File: src/rtl/prime_bus_pkg.sv
// prime_bus_pkg: shared constants and types for the prime-finder bus master.
//   - default register map (A = argument, W = result, S = status)
//   - status code reported by the slave while it is searching for primes
//   - master sequencing states, read-target selector, access-engine phases
package prime_bus_pkg;

   localparam logic [15:0] ADDR_A_DEF      = 16'hD4;
   localparam logic [15:0] ADDR_W_DEF      = 16'hE4;
   localparam logic [15:0] ADDR_S_DEF      = 16'hEC;
   localparam logic [31:0] STATUS_BUSY_DEF = 32'hCC;

   // Width of the status-poll counter; it saturates at all-ones.
   localparam int POLL_CNT_W = 16;

   typedef enum logic [3:0] {
      ST_IDLE,
      ST_WR_SETUP,
      ST_WR_STB,
      ST_WR_HOLD,
      ST_WAIT,
      ST_RD_SETUP,
      ST_RD_STB,
      ST_RD_HOLD,
      ST_EVAL,
      ST_RESP
   } state_e;

   typedef enum logic {
      TGT_S,
      TGT_W
   } rd_target_e;

   typedef enum logic [1:0] {
      PH_IDLE,
      PH_SETUP,
      PH_STB,
      PH_HOLD
   } xfer_ph_e;

endpackage

File: src/rtl/prime_bus_xfer.sv
// prime_bus_xfer: single register access engine (SETUP / STROBE / HOLD).
//   clk, n_reset       : clock, async active-low reset
//   start, rnw         : launch an access (honoured only when idle); 1 = read
//   addr, wdata        : access address and write data, latched on start
//   done               : high during the HOLD cycle
//   rdata              : read data, captured on the edge that ends HOLD
//   saddress, srd, swr, sdata_in, sdata_out : slave bus
// Address and write data are registered on start, so they only change on
// entry to SETUP; strobes are registered so each is exactly one cycle wide.
module prime_bus_xfer
   import prime_bus_pkg::*;
(
   input  logic        clk,
   input  logic        n_reset,
   input  logic        start,
   input  logic        rnw,
   input  logic [15:0] addr,
   input  logic [31:0] wdata,
   output logic        done,
   output logic [31:0] rdata,
   output logic [15:0] saddress,
   output logic        srd,
   output logic        swr,
   output logic [31:0] sdata_in,
   input  logic [31:0] sdata_out
);

   xfer_ph_e    ph_q, ph_d;
   logic        rnw_q, rnw_d;
   logic        srd_q, srd_d;
   logic        swr_q, swr_d;
   logic [15:0] addr_q, addr_d;
   logic [31:0] wdata_q, wdata_d;
   logic [31:0] rdata_q, rdata_d;

   always_ff @(posedge clk or negedge n_reset) begin
      if (!n_reset) begin
         ph_q    <= PH_IDLE;
         rnw_q   <= 1'b0;
         srd_q   <= 1'b0;
         swr_q   <= 1'b0;
         addr_q  <= '0;
         wdata_q <= '0;
         rdata_q <= '0;
      end else begin
         ph_q    <= ph_d;
         rnw_q   <= rnw_d;
         srd_q   <= srd_d;
         swr_q   <= swr_d;
         addr_q  <= addr_d;
         wdata_q <= wdata_d;
         rdata_q <= rdata_d;
      end
   end

   always_comb begin
      ph_d    = ph_q;
      rnw_d   = rnw_q;
      srd_d   = 1'b0;
      swr_d   = 1'b0;
      addr_d  = addr_q;
      wdata_d = wdata_q;
      rdata_d = rdata_q;
      case (ph_q)
         PH_IDLE: begin
            if (start) begin
               ph_d   = PH_SETUP;
               rnw_d  = rnw;
               addr_d = addr;
               // reads leave the last write data on the bus
               if (!rnw) wdata_d = wdata;
            end
         end
         PH_SETUP: begin
            ph_d  = PH_STB;
            srd_d = rnw_q;
            swr_d = !rnw_q;
         end
         PH_STB: begin
            ph_d = PH_HOLD;
         end
         PH_HOLD: begin
            ph_d = PH_IDLE;
            if (rnw_q) rdata_d = sdata_out;
         end
         default: ph_d = PH_IDLE;
      endcase
   end

   assign done     = (ph_q == PH_HOLD);
   assign rdata    = rdata_q;
   assign saddress = addr_q;
   assign srd      = srd_q;
   assign swr      = swr_q;
   assign sdata_in = wdata_q;

endmodule

File: src/rtl/prime_bus_master.sv
// prime_bus_master: bus initiator for the prime-finder slave.
// Takes N on the command port, writes it to register A, polls status S every
// POLL_GAP idle cycles until the search is over, reads result W and offers it
// on the response port.
//   clk, n_reset                  : clock, async active-low reset
//   cmd_valid, cmd_ready, cmd_n   : command handshake and prime index
//   rsp_valid, rsp_ready, rsp_data: response handshake and W value
//   rsp_err                       : timeout flag (PRIME_BUS_MASTER_TIMEOUT_EN)
//   busy                          : any state other than IDLE
//   saddress, srd, swr, sdata_in, sdata_out : slave bus
// Build option PRIME_BUS_MASTER_TIMEOUT_EN: adds MAX_POLLS and rsp_err; a job
// whose status is still busy after MAX_POLLS polls ends with data all-ones and
// rsp_err set, without reading W.
module prime_bus_master
   import prime_bus_pkg::*;
#(
   parameter logic [15:0] ADDR_A      = ADDR_A_DEF,
   parameter logic [15:0] ADDR_W      = ADDR_W_DEF,
   parameter logic [15:0] ADDR_S      = ADDR_S_DEF,
   parameter logic [31:0] STATUS_BUSY = STATUS_BUSY_DEF,
   parameter int          POLL_GAP    = 16,
   parameter int          START_POLLS = 4
`ifdef PRIME_BUS_MASTER_TIMEOUT_EN
   ,parameter int         MAX_POLLS   = 65535
`endif
)(
   input  logic        clk,
   input  logic        n_reset,
   input  logic        cmd_valid,
   output logic        cmd_ready,
   input  logic [31:0] cmd_n,
   output logic        rsp_valid,
   input  logic        rsp_ready,
   output logic [31:0] rsp_data,
`ifdef PRIME_BUS_MASTER_TIMEOUT_EN
   output logic        rsp_err,
`endif
   output logic        busy,
   output logic [15:0] saddress,
   output logic        srd,
   output logic        swr,
   output logic [31:0] sdata_in,
   input  logic [31:0] sdata_out
);

   localparam int                    GAP_W     = (POLL_GAP > 1) ? $clog2(POLL_GAP) : 1;
   localparam logic [GAP_W-1:0]      GAP_LAST  = GAP_W'(POLL_GAP - 1);
   localparam logic [POLL_CNT_W-1:0] START_LIM = POLL_CNT_W'(START_POLLS);
`ifdef PRIME_BUS_MASTER_TIMEOUT_EN
   localparam logic [POLL_CNT_W-1:0] MAX_LIM   = POLL_CNT_W'(MAX_POLLS);
`endif

   state_e                 state_q, state_d;
   rd_target_e             tgt_q, tgt_d;
   logic [GAP_W-1:0]       gap_q, gap_d;
   logic [POLL_CNT_W-1:0]  poll_q, poll_d, poll_inc;
   logic                   seen_q, seen_d;
   logic [31:0]            rsp_data_q, rsp_data_d;
`ifdef PRIME_BUS_MASTER_TIMEOUT_EN
   logic                   err_q, err_d;
`endif

   logic        x_start, x_rnw, x_done;
   logic [15:0] x_addr;
   logic [31:0] x_wdata, x_rdata;

   always_ff @(posedge clk or negedge n_reset) begin
      if (!n_reset) begin
         state_q    <= ST_IDLE;
         tgt_q      <= TGT_S;
         gap_q      <= '0;
         poll_q     <= '0;
         seen_q     <= 1'b0;
         rsp_data_q <= '0;
`ifdef PRIME_BUS_MASTER_TIMEOUT_EN
         err_q      <= 1'b0;
`endif
      end else begin
         state_q    <= state_d;
         tgt_q      <= tgt_d;
         gap_q      <= gap_d;
         poll_q     <= poll_d;
         seen_q     <= seen_d;
         rsp_data_q <= rsp_data_d;
`ifdef PRIME_BUS_MASTER_TIMEOUT_EN
         err_q      <= err_d;
`endif
      end
   end

   assign poll_inc = (&poll_q) ? poll_q : poll_q + 1'b1;

   // Every transition into a *_SETUP state launches the access engine in the
   // same cycle, so the engine's SETUP phase lines up with the master state.
   always_comb begin
      state_d    = state_q;
      tgt_d      = tgt_q;
      gap_d      = gap_q;
      poll_d     = poll_q;
      seen_d     = seen_q;
      rsp_data_d = rsp_data_q;
`ifdef PRIME_BUS_MASTER_TIMEOUT_EN
      err_d      = err_q;
`endif
      x_start    = 1'b0;
      x_rnw      = 1'b0;
      x_addr     = '0;
      x_wdata    = '0;
      case (state_q)
         ST_IDLE: begin
            if (cmd_valid) begin
               x_start = 1'b1;
               x_addr  = ADDR_A;
               x_wdata = cmd_n;
               seen_d  = 1'b0;
               poll_d  = '0;
               state_d = ST_WR_SETUP;
            end
         end
         ST_WR_SETUP: state_d = ST_WR_STB;
         ST_WR_STB:   state_d = ST_WR_HOLD;
         ST_WR_HOLD: begin
            if (x_done) begin
               gap_d   = '0;
               state_d = ST_WAIT;
            end
         end
         ST_WAIT: begin
            if (gap_q == GAP_LAST) begin
               x_start = 1'b1;
               x_rnw   = 1'b1;
               x_addr  = ADDR_S;
               tgt_d   = TGT_S;
               state_d = ST_RD_SETUP;
            end else begin
               gap_d = gap_q + 1'b1;
            end
         end
         ST_RD_SETUP: state_d = ST_RD_STB;
         ST_RD_STB:   state_d = ST_RD_HOLD;
         ST_RD_HOLD:  if (x_done) state_d = ST_EVAL;
         ST_EVAL: begin
            if (tgt_q == TGT_W) begin
               rsp_data_d = x_rdata;
               state_d    = ST_RESP;
            end else if (x_rdata == STATUS_BUSY) begin
               seen_d = 1'b1;
               poll_d = poll_inc;
`ifdef PRIME_BUS_MASTER_TIMEOUT_EN
               if (poll_inc >= MAX_LIM) begin
                  rsp_data_d = '1;
                  err_d      = 1'b1;
                  state_d    = ST_RESP;
               end else
`endif
               begin
                  gap_d   = '0;
                  state_d = ST_WAIT;
               end
            end else if (seen_q || (poll_inc >= START_LIM)) begin
               // Search observed to finish, or it never showed busy within
               // START_POLLS polls and must already have been done.
               if (!seen_q) poll_d = poll_inc;
               x_start = 1'b1;
               x_rnw   = 1'b1;
               x_addr  = ADDR_W;
               tgt_d   = TGT_W;
               state_d = ST_RD_SETUP;
            end else begin
               poll_d  = poll_inc;
               gap_d   = '0;
               state_d = ST_WAIT;
            end
         end
         ST_RESP: begin
            if (rsp_ready) begin
`ifdef PRIME_BUS_MASTER_TIMEOUT_EN
               err_d = 1'b0;
`endif
               state_d = ST_IDLE;
            end
         end
         default: state_d = ST_IDLE;
      endcase
   end

   prime_bus_xfer u_xfer (
      .clk      (clk),
      .n_reset  (n_reset),
      .start    (x_start),
      .rnw      (x_rnw),
      .addr     (x_addr),
      .wdata    (x_wdata),
      .done     (x_done),
      .rdata    (x_rdata),
      .saddress (saddress),
      .srd      (srd),
      .swr      (swr),
      .sdata_in (sdata_in),
      .sdata_out(sdata_out)
   );

   assign cmd_ready = (state_q == ST_IDLE);
   assign busy      = (state_q != ST_IDLE);
   assign rsp_valid = (state_q == ST_RESP);
   assign rsp_data  = rsp_data_q;
`ifdef PRIME_BUS_MASTER_TIMEOUT_EN
   assign rsp_err   = err_q;
`endif

endmodule
File: config.mk
export PLATFORM = sky130hd
export DESIGN_NAME = prime_bus_master
export DESIGN_NICKNAME = d
export VERILOG_FILES = /design/src/rtl/prime_bus_pkg.sv /design/src/rtl/prime_bus_xfer.sv /design/src/rtl/prime_bus_master.sv
export SDC_FILE = /design/constraint.sdc
export NUM_CORES = 1
export LEC_CHECK = 0
export CAP_MARGIN = 30
export CORE_MARGIN = 8
export CORE_UTILIZATION = 30
export CTS_CLUSTER_SIZE = 20
export DETAILED_ROUTE_END_ITERATION = 8
export SYNTH_ARGS = -nofsm -noshare
export SYNTH_HDL_FRONTEND = slang
export SYNTH_SLANG_ARGS = --single-unit
File: constraint.sdc
create_clock -name clk -period 6.7 [get_ports clk]
set_clock_uncertainty 0.05 [all_clocks]
set_input_delay 1.675 -clock clk [delete_from_list [all_inputs] [get_ports clk]]
set_output_delay 1.675 -clock clk [all_outputs]
set_load 0.05 [all_outputs]
# Yosys cells after proc, flatten, opt, wreduce, memory -nomap -nowiden
# Index checks and enable logic that the tools add are counted.
[word_totals]
ff_bits = 143
latch_bits = 0
mem_bits_rw = 0
mem_bits_ro = 0
in_bits = 68
output_inout_bits = 85
mem_count = 0
[op_classes]
n_addsub = 2
mul = 0
n_div = 0
n_lt_le_gt_ge = 1
n_eq_ne = 25
n_shift = 0
n_mux = 48
n_bitwise = 1
n_reduce_logical = 18
[op_table]
columns = ["op", "count"]
rows = [
  ["$mux 16", 6],
  ["$mux 32", 2],
  ["$mux 4", 11],
  ["$mux 8", 5],
  ["$pmux 4 s10", 1],
  ["$eq 32x8->1 const B", 1],
  ["$pmux 16 s2", 1],
  ["$pmux 8 s3", 1],
  ["$add 16x1->16 const B", 1],
  ["$eq 4x3->1 const B", 4],
  ["$ge 16x3->1 const B", 1],
  ["$reduce_and 16->1", 1],
  ["$mux 1", 14],
  ["$eq 4x4->1 const B", 3],
  ["$pmux 4 s3", 1],
  ["$ne 2x2->1 const B", 5],
  ["$reduce_and 5->1", 2],
  ["$eq 4x2->1 const B", 2],
  ["$ne 2x1->1 const B", 4],
  ["$pmux 2 s4", 1],
  ["$reduce_and 2->1", 4],
  ["$reduce_and 4->1", 2],
  ["$pmux 1 s2", 3],
  ["$add 4x1->4 const B", 1],
  ["16 further kinds", 18],
]

# Depth between registers and ports, before layout
[depth]
depth_word = 10
depth_mapped = 9
depth_no_buf = 8

# Hierarchy
# From an unflattened synthesis, not the netlist that was laid out.
[unflattened]
hier_cells = 546
area_unflattened_um2 = 6697.7
[by_module_without_submodules]
columns = ["module", "instances", "cells_each", "area_per_inst_um2", "seq_area_each_um2"]
rows = [
  ["prime_bus_master", 1, 357, 3452.1, 1451.4],
  ["prime_bus_xfer", 1, 189, 3245.6, 2127.0],
]

# Worst setup path after synthesis
# OpenSTA, ideal clock, no wires.
[synth_timing]
path_type = "register to output"
from = "register state_q[1]"
to = "output port cmd_ready"
arrival_ps = 1645
t_required_ps = 4975
path_slack_ps = 3330
path_stages_with_launch = 4
path_buffers = 0
cell_sequence = "dfrtp_1 -> nor3_1 -> nand2b_1 -> inv_1"
[synth_via]
elab_chain_len = 1
[synth_rtl]
columns = ["item", "line_no", "rtl"]
rows = [
  ["start, declared", "prime_bus_master.sv:53", "state_e state_q, state_d;"],
  ["start signal, assigned", "prime_bus_master.sv:79", "state_q <= state_d;"],
  ["$logic_not 4->1", "prime_bus_master.sv:203", "assign cmd_ready = (state_q == ST_IDLE);"],
  ["end, declared", "prime_bus_master.sv:30", "output logic cmd_ready,"],
]
# Every way passes these cells.

# Final worst setup path
# Ends and elaborated chain as after synthesis.

==> results.md <==
* First-pass GRT wire length at between 20000 and 25000 µm
* Avg Inst Size Synth at roughly 12 µm²
* Core region area at around 0.019 mm²
* Layout Cells excl Fill at 891
* VDD IR-drop max at 211 µV
* Max Slew Vio Count at 0
* Worst path top cell family by delay: buffers and inverters
* Crit path cell chain: nor3_1, nand2b_1, inv_1, clkdlybuf4s50_1
* DIE AREA at 0.0243 mm²
* Detail Placement HPWL at around 11000 µm
* Crit start category: flip-flop
* Nets at 690
* Die width at about 160 µm
* Cts hold-fix bufs at 0
* DRC viols at 0
* Commonest non-fill, non-tap cells in the layout: clkdlybuf4s50_1, dfrtp_1, mux2_2, a21oi_1, nor2_1
* Unrepaired setup endpoints after global routing: no
* Leak at between 3 and 4 nW
* Number of flops mapped to enable cells by yosys at 0
* Flop and latch count out of synthesis at ~130
* Ys flop type: dfrtp_1
* Total negative slack at 0 ps
* Slew @ Worst Pin at approximately 580 ps
* Worst Path Required at a little under 5000 ps
* Crit path DAT at 2520 ps
* CTS tree: built
* Routed WL per cell at around 17 µm
* Slowest Stage Delay on Critical Path at around 800 ps
* Final setup vio count at 0
* MaxCap Viol Count at 0
* Hold Crit Class: flip-flop to flip-flop
* H-tree Lvls at 4
* Post-synthesis async set-or-reset flop share at 1.00
* Worst Path Buf+Inv at 2
* Yosys warns at 0
* Total congestion overflow at 0
* CTS Buffer Depth at 2
* Worst-path clk slew at about 60 ps
* Pre-Repair DR Iteration Count at 4
* Most common cell after layout, fill and taps aside: clkdlybuf4s50_1
* Mapped cell area at 0.00587 mm²
* Gp weighted congestion at 0.810
* Vias/cell at approximately 4.8
* Worst-Skew Late Latency at 410 ps
* WHS at 454 ps
* Final setup margin at between 2000 and 2500 ps
* Total wire length at approximately 15000 µm
* Period utilization at 0.634
* Routed via count at approximately 4300
* I/O Buffers at 142
* Iter 0 DRT Violations at about 230
* Initial Util at 0.304
* Sequential area share after synthesis at 0.559
* Period minus WS final at 4250 ps
* Root Driver: clkbuf_16
* Post-CTS resize count at 0
* Power density cells at slightly below 400 mW/mm²
* Total track usage at 0.127
* Worst Setup End Kind: output pin
* Hold Vio Cnt, Final at 0
* CTS buffer count at 17
* Max Fclk at between 200 and 250 MHz
* Share of cells above drive strength 1 at 0.235
* Initial antenna violation count at 0
* Die height at 156 µm
* Largest net degree at the start of global routing at 66
* Vias in the first global route at ~4600
* Post-Syn Instances at between 400 and 500
* Post-CTS setup buffer count at 0
* Final instance area at 0.00816 mm²
* Slowest stage cell, crit path: clkdlybuf4s50_1
* Total power at roughly 3.2 mW
* Antenna-violating nets left at 0
* I/O pin count at approximately 150
* Yosys cell types at 56
* Status: completed
* Fillers at 1800
* Dpl cells at ~860
* Fin util at 0.422
* Ant diodes at 0
* Crit Path Max Fanout at 11
* Clock net sink count at roughly 130
* Placement Cell Area at between 0.007 and 0.008 mm²
* # rows at 51
* Max_slew headroom at 0.613
* Crit Path Category: flip-flop to output pin
* Pre-CTS setup slack at between 2000 and 3000 ps
* Layout area overhead at 38.9%
layout make-up:
cell class | instances | area, µm² | area share
flip-flops and latches | 131 | 3280 | 0.402
multi-input cells | 305 | 2410 | 0.295
repair buffers | 149 | 1500 | 0.183
clock buffers | 21 | 470 | 0.0577
well taps | 265 | 332 | 0.0407
clock inverters | 9 | 130 | 0.0160
inverters | 11 | 41.3 | 0.00506
per-layer routing:
| metal | up-vias | wire (µm) | track usage |
|---|---|---|---|
| li1 | 1985 | - | - |
| met1 | 2155 | 6420 | 0.154 |
| met2 | 119 | 7410 | 0.209 |
| met3 | 10 | 1100 | 0.0468 |
| met4 | 0 | 111 | 0.0305 |
| met5 | - | 0 | 0 |
cells in the mapped netlist, drive strengths merged (2+ instances only):
master | number | area share
mux2i | 5 | 0.0085
o211ai | 2 | 0.0026
a211o | 3 | 0.0047
a21oi | 23 | 0.020
nand4 | 6 | 0.0064
or4 | 3 | 0.0038
dfrtp | 131 | 0.56
a21o | 3 | 0.0040
o2111a | 2 | 0.0038
nand2b | 6 | 0.0064
o21a | 2 | 0.0026
ha | 7 | 0.015
a31oi | 6 | 0.0064
inv | 11 | 0.0070
nor3 | 9 | 0.0077
and2 | 3 | 0.0032
or2 | 2 | 0.0021
clkbuf | 17 | 0.011
xnor2 | 2 | 0.0030
nor4 | 6 | 0.0075
a41oi | 3 | 0.0077
or3 | 5 | 0.0053
o21bai | 2 | 0.0026
nand3 | 12 | 0.011
o21ai | 21 | 0.018
o41ai | 2 | 0.0030
a21boi | 2 | 0.0026
mux2 | 98 | 0.19
o31ai | 3 | 0.0038
buf | 17 | 0.019
nor2b | 2 | 0.0021
nor4b | 4 | 0.0060
nor2 | 22 | 0.014
nand2 | 16 | 0.010
flip-flops by register name, indices dropped and copies added (netlist names):
signal           cells
state_q              4
tgt_q                1
u_xfer.srd           1
poll_q              16
u_xfer.ph_q          2
u_xfer.sdata_in     32
seen_q               1
rsp_data            32
u_xfer.swr           1
u_xfer.rnw_q         1
gap_q                4
u_xfer.rdata        32
u_xfer.saddress      4
worst reg2reg max path, cell delays in order, from the launching register on:
cell	delay, ps
dfrtp_1	420
ha_1	300
nand4_1	240
nor4_2	530
buf_4	300
nor3_1	100
xnor2_1	250
a41oi_4	230
a211o_2	380
mux2_4	300
cell families after synthesis:
logic type,share of synthesized area
other,0.000639
flip-flops,0.559
AO/OA/AOI/OAI,0.0949
adder cells (fa/ha/maj),0.0149
multiplexers,0.197
buffers and inverters,0.0369
XOR/XNOR,0.00298
AND/OR/NAND/NOR,0.0940
power by group:
| group | switching [mW] | internal, mW |
|---|---|---|
| logic | 0.729 | 0.450 |
| clock network | 0.342 | 0.610 |
| registers | 0.126 | 0.952 |
| total | 1.20 | 2.01 |
worst paths after layout:
kind                                    start  depth (start not counted)                  to  slack [ps]
hold reg to reg            u_xfer.sdata_in[0]                          1  u_xfer.sdata_in[0]         450
setup reg to reg                    poll_q[0]                          9      u_xfer.ph_q[1]        3490
hold / removal             u_xfer.sdata_in[0]                          1  u_xfer.sdata_in[0]         450
max in group asynchronous             n_reset                          3           poll_q[6]        4430
min in group asynchronous             n_reset                          1            gap_q[1]        1150
setup / recovery                   state_q[1]                          4           cmd_ready        2450
Note: power is estimated with default switching activity, not from simulation.
